--- config.mk ---
export PLATFORM = sky130hd
export DESIGN_NAME = im_stream_fetcher
export DESIGN_NICKNAME = d
export VERILOG_FILES = /design/src/rtl/im_stream_fetcher_pkg.sv /design/src/rtl/im_word_assembler.sv /design/src/rtl/im_stream_fetcher.sv
export SDC_FILE = /design/constraint.sdc
export NUM_CORES = 2
export LEC_CHECK = 0
export BUFFER_PORTS_ARGS = -buffer_cell sky130_fd_sc_hd__clkbuf_2
export CORE_ASPECT_RATIO = 0.7
export CORE_MARGIN = 8
export CORE_UTILIZATION = 31
export DETAILED_ROUTE_END_ITERATION = 7
export HOLD_SLACK_MARGIN = 0.1
export PLACE_DENSITY = 0.53
export SLEW_MARGIN = 20
export SYNTH_ARGS = -nofsm -noshare
export SYNTH_HDL_FRONTEND = slang
export SYNTH_SLANG_ARGS = --single-unit
export TNS_END_PERCENT = 50
--- constraint.sdc ---
create_clock -name clk_i -period 4.2 [get_ports clk_i]
set_clock_uncertainty 0.2 [all_clocks]
set_input_delay 1.05 -clock clk_i [delete_from_list [all_inputs] [get_ports clk_i]]
set_output_delay 1.05 -clock clk_i [all_outputs]
set_load 0.01 [all_outputs]
--- src/rtl/im_stream_fetcher_pkg.sv ---
// im_stream_fetcher_pkg: shared FSM state type and memory-word geometry helpers for the stream fetchers.
package im_stream_fetcher_pkg;
  typedef enum logic [1:0] {IDLE, REQ, WAIT, DRAIN} fetch_state_e;
  localparam int unsigned BitsPerByte = 8;
  localparam int unsigned MemBytesPerWord = 64 / BitsPerByte;
  function automatic int unsigned bytes_per_word(input int unsigned data_width);
    return data_width / BitsPerByte;
  endfunction
  function automatic int unsigned words_per_hv(input int unsigned hv_dim, input int unsigned data_width);
    return hv_dim / data_width;
  endfunction
endpackage

--- src/rtl/im_word_assembler.sv ---
// im_word_assembler: collects memory words into one item and flags when that item is complete.
module im_word_assembler
  import im_stream_fetcher_pkg::*;
#(
  parameter int unsigned HVDimension  = 512,
  parameter int unsigned MemDataWidth = 64
) (
  input  logic                    clk_i,
  input  logic                    rst_i,
  input  logic                    clr_i,
  input  logic                    highdim_i,
  input  logic                    word_valid_i,
  input  logic [MemDataWidth-1:0] word_i,
  input  logic                    take_i,
  output logic [HVDimension-1:0]  item_o,
  output logic                    complete_o
);
  localparam int unsigned WordsPerHv = words_per_hv(HVDimension, MemDataWidth);
  localparam int unsigned CntWidth = WordsPerHv > 1 ? $clog2(WordsPerHv) : 1;
  logic [HVDimension-1:0] asm_q, asm_d;
  logic [CntWidth-1:0] cnt_q, cnt_d;
  logic pend_q, pend_d, last;
  // The incoming word is bypassed into item_o so a finished item can load the output register the same cycle.
  always_comb begin
    last = !highdim_i || cnt_q == CntWidth'(WordsPerHv - 1);
    asm_d = asm_q;
    if (word_valid_i) asm_d[cnt_q*MemDataWidth +: MemDataWidth] = word_i;
    complete_o = pend_q || (word_valid_i && last);
    cnt_d = word_valid_i ? (last ? '0 : cnt_q + 1'b1) : cnt_q;
    pend_d = complete_o && !take_i;
    if (clr_i) begin
      asm_d = '0;
      cnt_d = '0;
      pend_d = 1'b0;
    end
  end
  assign item_o = asm_d;
  always_ff @(posedge clk_i) begin
    if (rst_i) begin
      asm_q <= '0;
      cnt_q <= '0;
      pend_q <= 1'b0;
    end else begin
      asm_q <= asm_d;
      cnt_q <= cnt_d;
      pend_q <= pend_d;
    end
  end
endmodule

--- src/rtl/im_stream_fetcher.sv ---
// im_stream_fetcher: streams a contiguous run of items from data memory into one item-memory input port.
module im_stream_fetcher
  import im_stream_fetcher_pkg::*;
#(
  parameter int unsigned HVDimension   = 512,
  parameter int unsigned ImAddrWidth   = 10,
  parameter int unsigned MemDataWidth  = 64,
  parameter int unsigned MemAddrWidth  = 32,
  parameter int unsigned NumItemsWidth = 16
) (
  input  logic                     clk_i,
  input  logic                     rst_i,
  input  logic                     clr_i,
  input  logic                     start_i,
  input  logic [MemAddrWidth-1:0]  base_addr_i,
  input  logic [NumItemsWidth-1:0] num_items_i,
  input  logic                     highdim_mode_i,
  output logic                     busy_o,
  output logic                     done_o,
  output logic                     mem_req_o,
  output logic [MemAddrWidth-1:0]  mem_addr_o,
  input  logic                     mem_gnt_i,
  input  logic                     mem_rvalid_i,
  input  logic [MemDataWidth-1:0]  mem_rdata_i,
  output logic [ImAddrWidth-1:0]   lowdim_data_o,
  output logic [HVDimension-1:0]   highdim_data_o,
  output logic                     data_valid_o,
  input  logic                     data_ready_i
);
  localparam logic [MemAddrWidth-1:0] AddrStep = MemAddrWidth'(bytes_per_word(MemDataWidth));
  fetch_state_e state_q, state_d;
  logic [MemAddrWidth-1:0] ptr_q, ptr_d;
  logic [NumItemsWidth-1:0] num_q, num_d, cnt_q, cnt_d, cnt_inc;
  logic hd_q, hd_d, busy_q, busy_d, done_q, done_d, outst_q, outst_d, valid_q, valid_d;
  logic [ImAddrWidth-1:0] low_q, low_d;
  logic [HVDimension-1:0] high_q, high_d, item;
  logic start, hs, gnt, word_valid, complete, take, all_fetched;

  assign start = start_i && !clr_i && state_q == IDLE && !busy_q;
  assign hs = valid_q && data_ready_i;
  assign gnt = state_q == REQ && mem_gnt_i;
  assign word_valid = state_q == WAIT && outst_q && mem_rvalid_i;
  assign all_fetched = cnt_q == num_q;
  assign cnt_inc = cnt_q + 1'b1;
  assign take = state_q == WAIT && complete && (!valid_q || data_ready_i) && !clr_i;

  im_word_assembler #(
    .HVDimension (HVDimension),
    .MemDataWidth(MemDataWidth)
  ) u_asm (
    .clk_i       (clk_i),
    .rst_i       (rst_i),
    .clr_i       (clr_i),
    .highdim_i   (hd_q),
    .word_valid_i(word_valid),
    .word_i      (mem_rdata_i),
    .take_i      (take),
    .item_o      (item),
    .complete_o  (complete)
  );

  always_ff @(posedge clk_i) begin
    if (rst_i) begin
      state_q <= IDLE;
      ptr_q <= '0;
      num_q <= '0;
      cnt_q <= '0;
      hd_q <= 1'b0;
      busy_q <= 1'b0;
      done_q <= 1'b0;
      outst_q <= 1'b0;
      valid_q <= 1'b0;
      low_q <= '0;
      high_q <= '0;
    end else begin
      state_q <= state_d;
      ptr_q <= ptr_d;
      num_q <= num_d;
      cnt_q <= cnt_d;
      hd_q <= hd_d;
      busy_q <= busy_d;
      done_q <= done_d;
      outst_q <= outst_d;
      valid_q <= valid_d;
      low_q <= low_d;
      high_q <= high_d;
    end
  end

  // A clear with a read in flight parks in DRAIN so the late rvalid is swallowed.
  always_comb begin
    case (state_q)
      IDLE:    state_d = (start && num_items_i != '0) ? REQ : IDLE;
      REQ:     state_d = mem_gnt_i ? WAIT : REQ;
      WAIT:    state_d = all_fetched ? (hs ? IDLE : WAIT)
                       : ((word_valid && !complete) || (take && cnt_inc != num_q)) ? REQ : WAIT;
      default: state_d = mem_rvalid_i ? IDLE : DRAIN;
    endcase
    if (clr_i)
      state_d = ((state_q == WAIT && outst_q && !mem_rvalid_i) || gnt
                 || (state_q == DRAIN && !mem_rvalid_i)) ? DRAIN : IDLE;
    ptr_d = start ? base_addr_i : gnt ? ptr_q + AddrStep : ptr_q;
    num_d = start ? num_items_i : num_q;
    hd_d = start ? highdim_mode_i : hd_q;
    outst_d = clr_i ? 1'b0 : gnt ? 1'b1 : mem_rvalid_i ? 1'b0 : outst_q;
    cnt_d = (clr_i || start) ? '0 : take ? cnt_inc : cnt_q;
    valid_d = clr_i ? 1'b0 : take ? 1'b1 : hs ? 1'b0 : valid_q;
    low_d = clr_i ? '0 : take ? (hd_q ? '0 : item[ImAddrWidth-1:0]) : low_q;
    high_d = clr_i ? '0 : take ? (hd_q ? item : '0) : high_q;
    done_d = !clr_i && ((start && num_items_i == '0) || (state_q == WAIT && all_fetched && hs));
    busy_d = clr_i ? 1'b0 : start ? 1'b1 : (state_q == IDLE || done_d) ? 1'b0 : busy_q;
  end

  always_comb begin
    busy_o = busy_q;
    done_o = done_q;
    mem_req_o = state_q == REQ;
    mem_addr_o = ptr_q;
    data_valid_o = valid_q;
    lowdim_data_o = low_q;
    highdim_data_o = high_q;
  end
endmodule

== After elaboration in Yosys (flattened, before gate mapping) ==
Index checks and enable logic that the tools add are counted.

* Flip-flop bits (word level): 1109
* Bits of input ports: 120
* Output and inout port bits: 558

* Add/subtract/negate cells: 4
* Equality and inequality tests: 6
* Shift-type cells: 2
* Multiplexer cells: 23
* Reductions and logical operators: 46

{| class="wikitable"
|+ Operator list
! operator !! number
|-
| $mux W512 || 3
|-
| $bwmux W512 || 1
|-
| $shift A64 B34 Y512 const A || 1
|-
| $shiftx A64 B34 Y512 || 1
|-
| $mux W32 || 2
|-
| $neg A9 Y34 || 1
|-
| $add A32 B4 Y32 const B || 1
|-
| $logic_and A1 B1 Y1 || 21
|-
| $add A16 B1 Y16 const B || 1
|-
| $eq A16 B16 Y1 || 1
|-
| $logic_not A16 Y1 || 1
|-
| $ne A16 B16 Y1 || 1
|-
| $reduce_bool A16 Y1 || 1
|-
| $mux W2 || 7
|-
| $mux W10 || 1
|-
| $logic_or A1 B1 Y1 || 9
|-
| $reduce_bool A2 Y1 || 4
|-
| $logic_not A1 Y1 || 7
|-
| $mux W1 || 7
|-
| $pmux W2 S3 || 1
|-
| $eq A2 B2 Y1 const B || 2
|-
| $reduce_or A2 Y1 || 2
|-
| $add A3 B1 Y3 const B || 1
|-
| $eq A3 B3 Y1 const B || 1
|-
| other kinds (3) || 3
|}

== Longest topological paths before layout ==
* Depth in word-level cells: 14
* Gate-level depth with buffers: 14

== Modules after synthesis ==
A second synthesis with hierarchy kept.

* Cells, all modules: 6003
* Area, all modules: 49192.2 um^2

{| class="wikitable"
|+ By module, submodules not included
! module !! times used !! cells each !! area each (um^2)
|-
| im_word_assembler || 1 || 3197 || 26750.7
|-
| im_stream_fetcher || 1 || 2806 || 22441.5
|}

== Worst setup path after synthesis ==
No wires, ideal clock.

* Path type: input port to flip-flop
* Start: input port mem_rvalid_i
* End: register high_q[176] (netlist: highdim_data_o[176])
* Setup time: 130 ps
* Data arrival time: 2486 ps
* Path slack: 1384 ps
* Cell stages on the path: 9
* Cells stage by stage: nand4b_1 buf_6 or4_1 buf_2 buf_4 nand2_1 a21oi_2 a22oi_1 nor2_1

* Longest elaborated chain between the ends: 6
* Elaborated cells on any way between the ends: 9
* Those cells by class: 3 x mux; 6 x reduce/logical

{| class="wikitable"
|+ RTL lines
! item !! RTL line !! source
|-
| start, declared || im_stream_fetcher.sv:23 || <nowiki>input logic mem_rvalid_i,</nowiki>
|-
| $logic_and A1 B1 Y1 (*) || im_stream_fetcher.sv:42 || <nowiki>assign word_valid = state_q == WAIT && outst_q && mem_rvalid_i;</nowiki>
|-
| $logic_and A1 B1 Y1 || im_word_assembler.sv:28 || <nowiki>complete_o = pend_q || (word_valid_i && last);</nowiki>
|-
| $logic_or A1 B1 Y1 || im_word_assembler.sv:28 ||
|-
| $logic_and A1 B1 Y1 (3 in a row) || im_stream_fetcher.sv:45 || <nowiki>assign take = state_q == WAIT && complete && (!valid_q || data_ready_i) && !clr_i;</nowiki>
|-
| end signal, assigned || im_stream_fetcher.sv:86 || <nowiki>high_q <= high_d;</nowiki>
|-
| end, declared || im_stream_fetcher.sv:36 || <nowiki>logic [HVDimension-1:0] high_q, high_d, item;</nowiki>
|}

Mark *: on every way between the ends. The rest lies on a longest branch, timed or not.
A chain may end at the register's enable or synchronous reset.

== Final worst setup path ==
* Start: register u_asm.cnt_q[1]
* End: register high_q[183] (netlist: highdim_data_o[183])

* Longest elaborated chain between the ends: 7
* Elaborated cells on any way between the ends: 14
* Those cells by class: 1 x add/sub; 1 x eq/ne; 2 x shift; 4 x mux; 6 x reduce/logical

{| class="wikitable"
|+ RTL lines
! item !! RTL line !! source
|-
| start, declared || im_word_assembler.sv:21 || <nowiki>logic [CntWidth-1:0] cnt_q, cnt_d;</nowiki>
|-
| start signal, assigned || im_word_assembler.sv:45 || <nowiki>cnt_q <= cnt_d;</nowiki>
|-
| branches (longest 7 deep; another with $neg A9 Y34) || - ||
|}

Several ways; the timed one is not identified.

==> summary.md <==
The flow ran to the end, and the final reports show no timing, DRC or antenna violations. The total of buffers placed on input and output ports is 677, and the synthesized-area fraction occupied by ao, oa, aoi and oai cells is 0.1511. Type of the tightest min-delay check: register to register. The cell area power density was 424.4 nW/µm²; the total count of hold-check failures in the final report was 0. For this block, the routed nets add up to 177.9 mm of wire.

The critical path is of the register to register type. The total count of max-transition violations in the final report was 0. The startpoint class of the critical path is a register. The first global-routing pass estimated 255.0 mm of wire. For this design, the sink count on the clock tree is 1109. In this run the standard cell core region covers 135300 µm².

Counting instances, the worst hold path has a depth of 2. The number of cell rows is 113. The clock-pin transition on the worst setup and hold timing paths is 70 ps. From bottom edge to top edge, the die measures 324.6 µm. The number of buffers and inverters on the critical path is 3. Entering global routing, the biggest net connects 154 pins. The net count after synthesis was 4885. Subtracting the final worst setup slack from the clock period gives 3618 ps. Sorting the synthesized cells by area gives the leading types as dfxtp_1, nor2_1, a21oi_1. The share of synthesized cell area in full adder, half adder and majority cells is 0.001780.

The tools report the post-route DRC violation count as 0. The tools report the maximum ir drop on the vdd rail as 0.2798 mV. The filler cells instantiated in the layout total 13850.

The tools report the initial standard-cell utilization of the core as 0.3116. The global-route usage over all layers is 0.2275. The run gives 678 as the number of top-level pins.

The max-capacitance violation count is 0. Counting along the longest clock path gives a buffer depth of 3. The slew at the pin closest to its max-slew limit was 1067 ps.

The pre-antenna-repair detailed-routing pass consisted of 5 iterations. Largest delay contributor family on the critical path: simple AND/OR/NAND/NOR gates. The area fraction of the dominant cell type after synthesis came out at 0.5265.

The tools report the final global-route overflow total as 0. Number of gates given a new drive strength after cts: 0. The final weighted congestion in routability-driven placement came out at 0.8201. The multiplexer area fraction after synthesis came out at 0.04581. The detail route stage leaves a number of antenna-violating nets equal to 0. Required time reported for the critical path endpoint: 4600 ps. The tools report the number of antenna violations at the first check in global routing as 24. In this run, post-CTS hold repair placed 0 buffers.

During synthesis, Yosys emitted a total of 0 warnings. For this design, the slowest cell found on the critical path is or4_2. The total setup buffers inserted after CTS came out at 0. The tree is rooted in a clkbuf_16. The post-synthesis simple-gate area fraction is 0.2149.

TritonCTS built the clock tree. By instance count, the leading cell after synthesis is dfxtp_1. The number of clock buffers added by TritonCTS is 110. In this design, the stage delay of the slowest critical-path cell is 650 ps.

In the final layout, flip-flops and latches occupy 22200 µm². Static timing analysis puts the maximum clock frequency at 0.2764 GHz. For the area of all placed cells without fillers, the log shows 50500 µm². The xor/xnor share of the synthesized area was 0.01122. The endpoint of the worst hold-timing path is mem_addr_o[2]$_SDFFE_PP0P_. After detailed routing, the average wire length per cell comes to 25.25 µm. Data arrives at the worst endpoint at 4010 ps.

The ratio of cells with drive above 1 in the final layout works out to 0.2030. The worst hold margin is 254.1 ps. The synthesized design spends more area on one cell type than any other, namely dfxtp_1. The run gives 0.2889 as the worst relative slew slack.

The post-route fraction of the period consumed by the critical path came out at 0.8614. The endpoint type of the worst setup path was a register. After layout, the design draws a total of 21.44 mW. The depth of the most critical reg-to-reg path was 10; the async set or reset register ratio after synthesis was 0. The clock latency reported for the late side of the worst-skew pair is 740 ps.

In the routed layout, each cell is associated on average with a via count of 5.217. By instance count, the cell type seen most on the critical path is buf_4. Setup violations remaining at the end of the flow were counted as 0. The largest family of logic cells by synthesized area is simple AND/OR/NAND/NOR gates. In this run, synthesis inferred 0 flip-flops with an integrated enable. For the reg-to-reg setup timing slack, the log shows 580 ps. In the synthesized netlist, the cells that appear most often are dfxtp_1, nor2_1, nand2_1.

The leakage power of the design is 18.82 nW. The critical path goes through inv_1 -> ha_2 -> buf_4 -> nand2b_1 -> or4_2 -> buf_4 -> nand2_1 -> a21oi_2 -> a22oi_1 -> nor2_1. Area of the multi-input gates: 18020 µm². The sequential cell area fraction in the yosys report is 0.5265, and the post-synth design cell area is 42170 µm². Die outline area: 148300 µm². Summing over every cut layer, the via total after detailed routing is 36740. For this run, the leading register cell type out of synthesis is dfxtp_1.

The share of the core filled with cells is 0.3733, and the width of the die is 456.8 µm. For the deepest level of the CTS H-tree, the log shows 3. In this run the cell area measured after placement is 46930 µm². The startpoint identified for the worst hold timing path is mem_addr_o[2]$_SDFFE_PP0P_. Yosys mapped the design onto 73 distinct sky130hd cell types. Setup repair after global routing left no endpoint under its margin. The final-stage net count is 5300, and the worst-path maximum fanout is 64.

The origin of the critical flop-to-flop path was u_asm.cnt_q[1]$_SDFFE_PP0N_. A synthesized cell averages 8.861 µm². The number of global-route vias before repair was 34980.

The worst register-to-register path ends at highdim_data_o[183]$_SDFFE_PP0P_. Detailed placement finished with a half-perimeter wire length of 115.4 mm. The growth of design area from synthesis to finish is 19.77%. The post-synthesis register bit count came out at 1109.

For the final routed database, the setup TNS stands at 0 ps. Synthesis handed over a netlist of 4759 instances. The run gives 3233 as the violation count after the first detailed-route iteration.
==> logic make-up after synthesis <==
family / after synthesis
XOR/XNOR: 54
AO/OA/AOI/OAI: 1003
buffers and inverters: 469
AND/OR/NAND/NOR: 1925
flip-flops: 1109
multiplexers: 193
adder cells (fa/ha/maj): 6
==> metrics by stage <==
stage	setup WS, ps	cells
final	582.0	7043
after detailed placement	636.0	6844
after global routing	343.4	7038
after CTS	578.8	7038
after global placement	661.0	6844
after floorplan	1384	4759
==> worst register-to-register path, delay by kind of cell, from the launching register on <==
family | cells | cell delay, ps
AO/OA/AOI/OAI | 2 | 270
adder cells (fa/ha/maj) | 1 | 400
buffers and inverters | 3 | 840
flip-flops | 1 | 390
AND/OR/NAND/NOR | 4 | 1370
==> where the power goes <==
part / switching [mW] / total (mW) / internal [mW]
Clock: 4.37 / 10.0 / 5.65
Combinational: 0.683 / 0.830 / 0.147
Sequential: 0.0386 / 10.6 / 10.5
Total: 5.10 / 21.4 / 16.3
==> state kept, by name, indices dropped and copies added, names as in the netlist, 2 cells and up <==
name	cells
u_asm.asm_q	512
u_asm.cnt_q	3
num_q	16
cnt_q	16
highdim_data_o	512
state_q	2
lowdim_data_o	10
mem_addr_o	32
==> how the worst max path moves through the flow <==
| stage | startpoint | end | cells after the start |
|---|---|---|---|
| 3_3_place_gp | u_asm.cnt_q[1]$_SDFFE_PP0N_ | highdim_data_o[170]$_SDFFE_PP0P_ | 10 |
| 6_report | u_asm.cnt_q[1]$_SDFFE_PP0N_ | highdim_data_o[183]$_SDFFE_PP0P_ | 10 |
| 4_1_cts | u_asm.cnt_q[1]$_SDFFE_PP0N_ | highdim_data_o[171]$_SDFFE_PP0P_ | 10 |
| 3_5_place_dp | u_asm.cnt_q[1]$_SDFFE_PP0N_ | highdim_data_o[171]$_SDFFE_PP0P_ | 10 |
| 5_1_grt | u_asm.cnt_q[1]$_SDFFE_PP0N_ | highdim_data_o[190]$_SDFFE_PP0P_ | 10 |
| 2_1_floorplan | mem_rvalid_i | highdim_data_o[176]$_SDFFE_PP0P_ | 9 |
==> per-layer routing <==
layer	GRT usage	up-vias	part of all wire
met3	0.06256	234	0.079
met2	0.3509	1216	0.44
li1	-	17190	-
met4	0.07051	2	0.032
met1	0.3089	18100	0.45
met5	0	-	0.000062
==> cells in the final DEF (no fill, tap or decap), drive strengths merged, types with 4 or more instances in the layout <==
cell type  synthesis  routed
a211oi            23      23
nor2             606     606
buf              185      89
ha                 6       6
a21oi            495     495
nand3            179     179
and3              44      44
a22o              90      90
and2b              5       5
clkinv             0      17
clkbuf           276     834
nor4              16      16
dfxtp           1109    1109
a2bb2oi           16      16
mux2i            193     193
a22oi            225     225
nand4             29      29
or3                7       7
and2              77      77
nand2b             9       9
nor3             312     312
diode              0       5
inv                8      16
nor2b            168     168
nand2            452     452
o21ai            127     127
bufinv             0       7
and4               6       6
xnor2             30      30
or2                4       4
xor2              24      24
==> layout make-up <==
cell class,instances,share of cell area
multi-input cells,3181,0.3568
diodes,5,0.0002477
repair buffers,764,0.08810
clock buffers,159,0.06273
well taps,1782,0.04415
clock inverters,35,0.007754
flip-flops and latches,1109,0.4396
inverters,8,0.0005946
No activity file was read; power rests on OpenSTA's default activity.
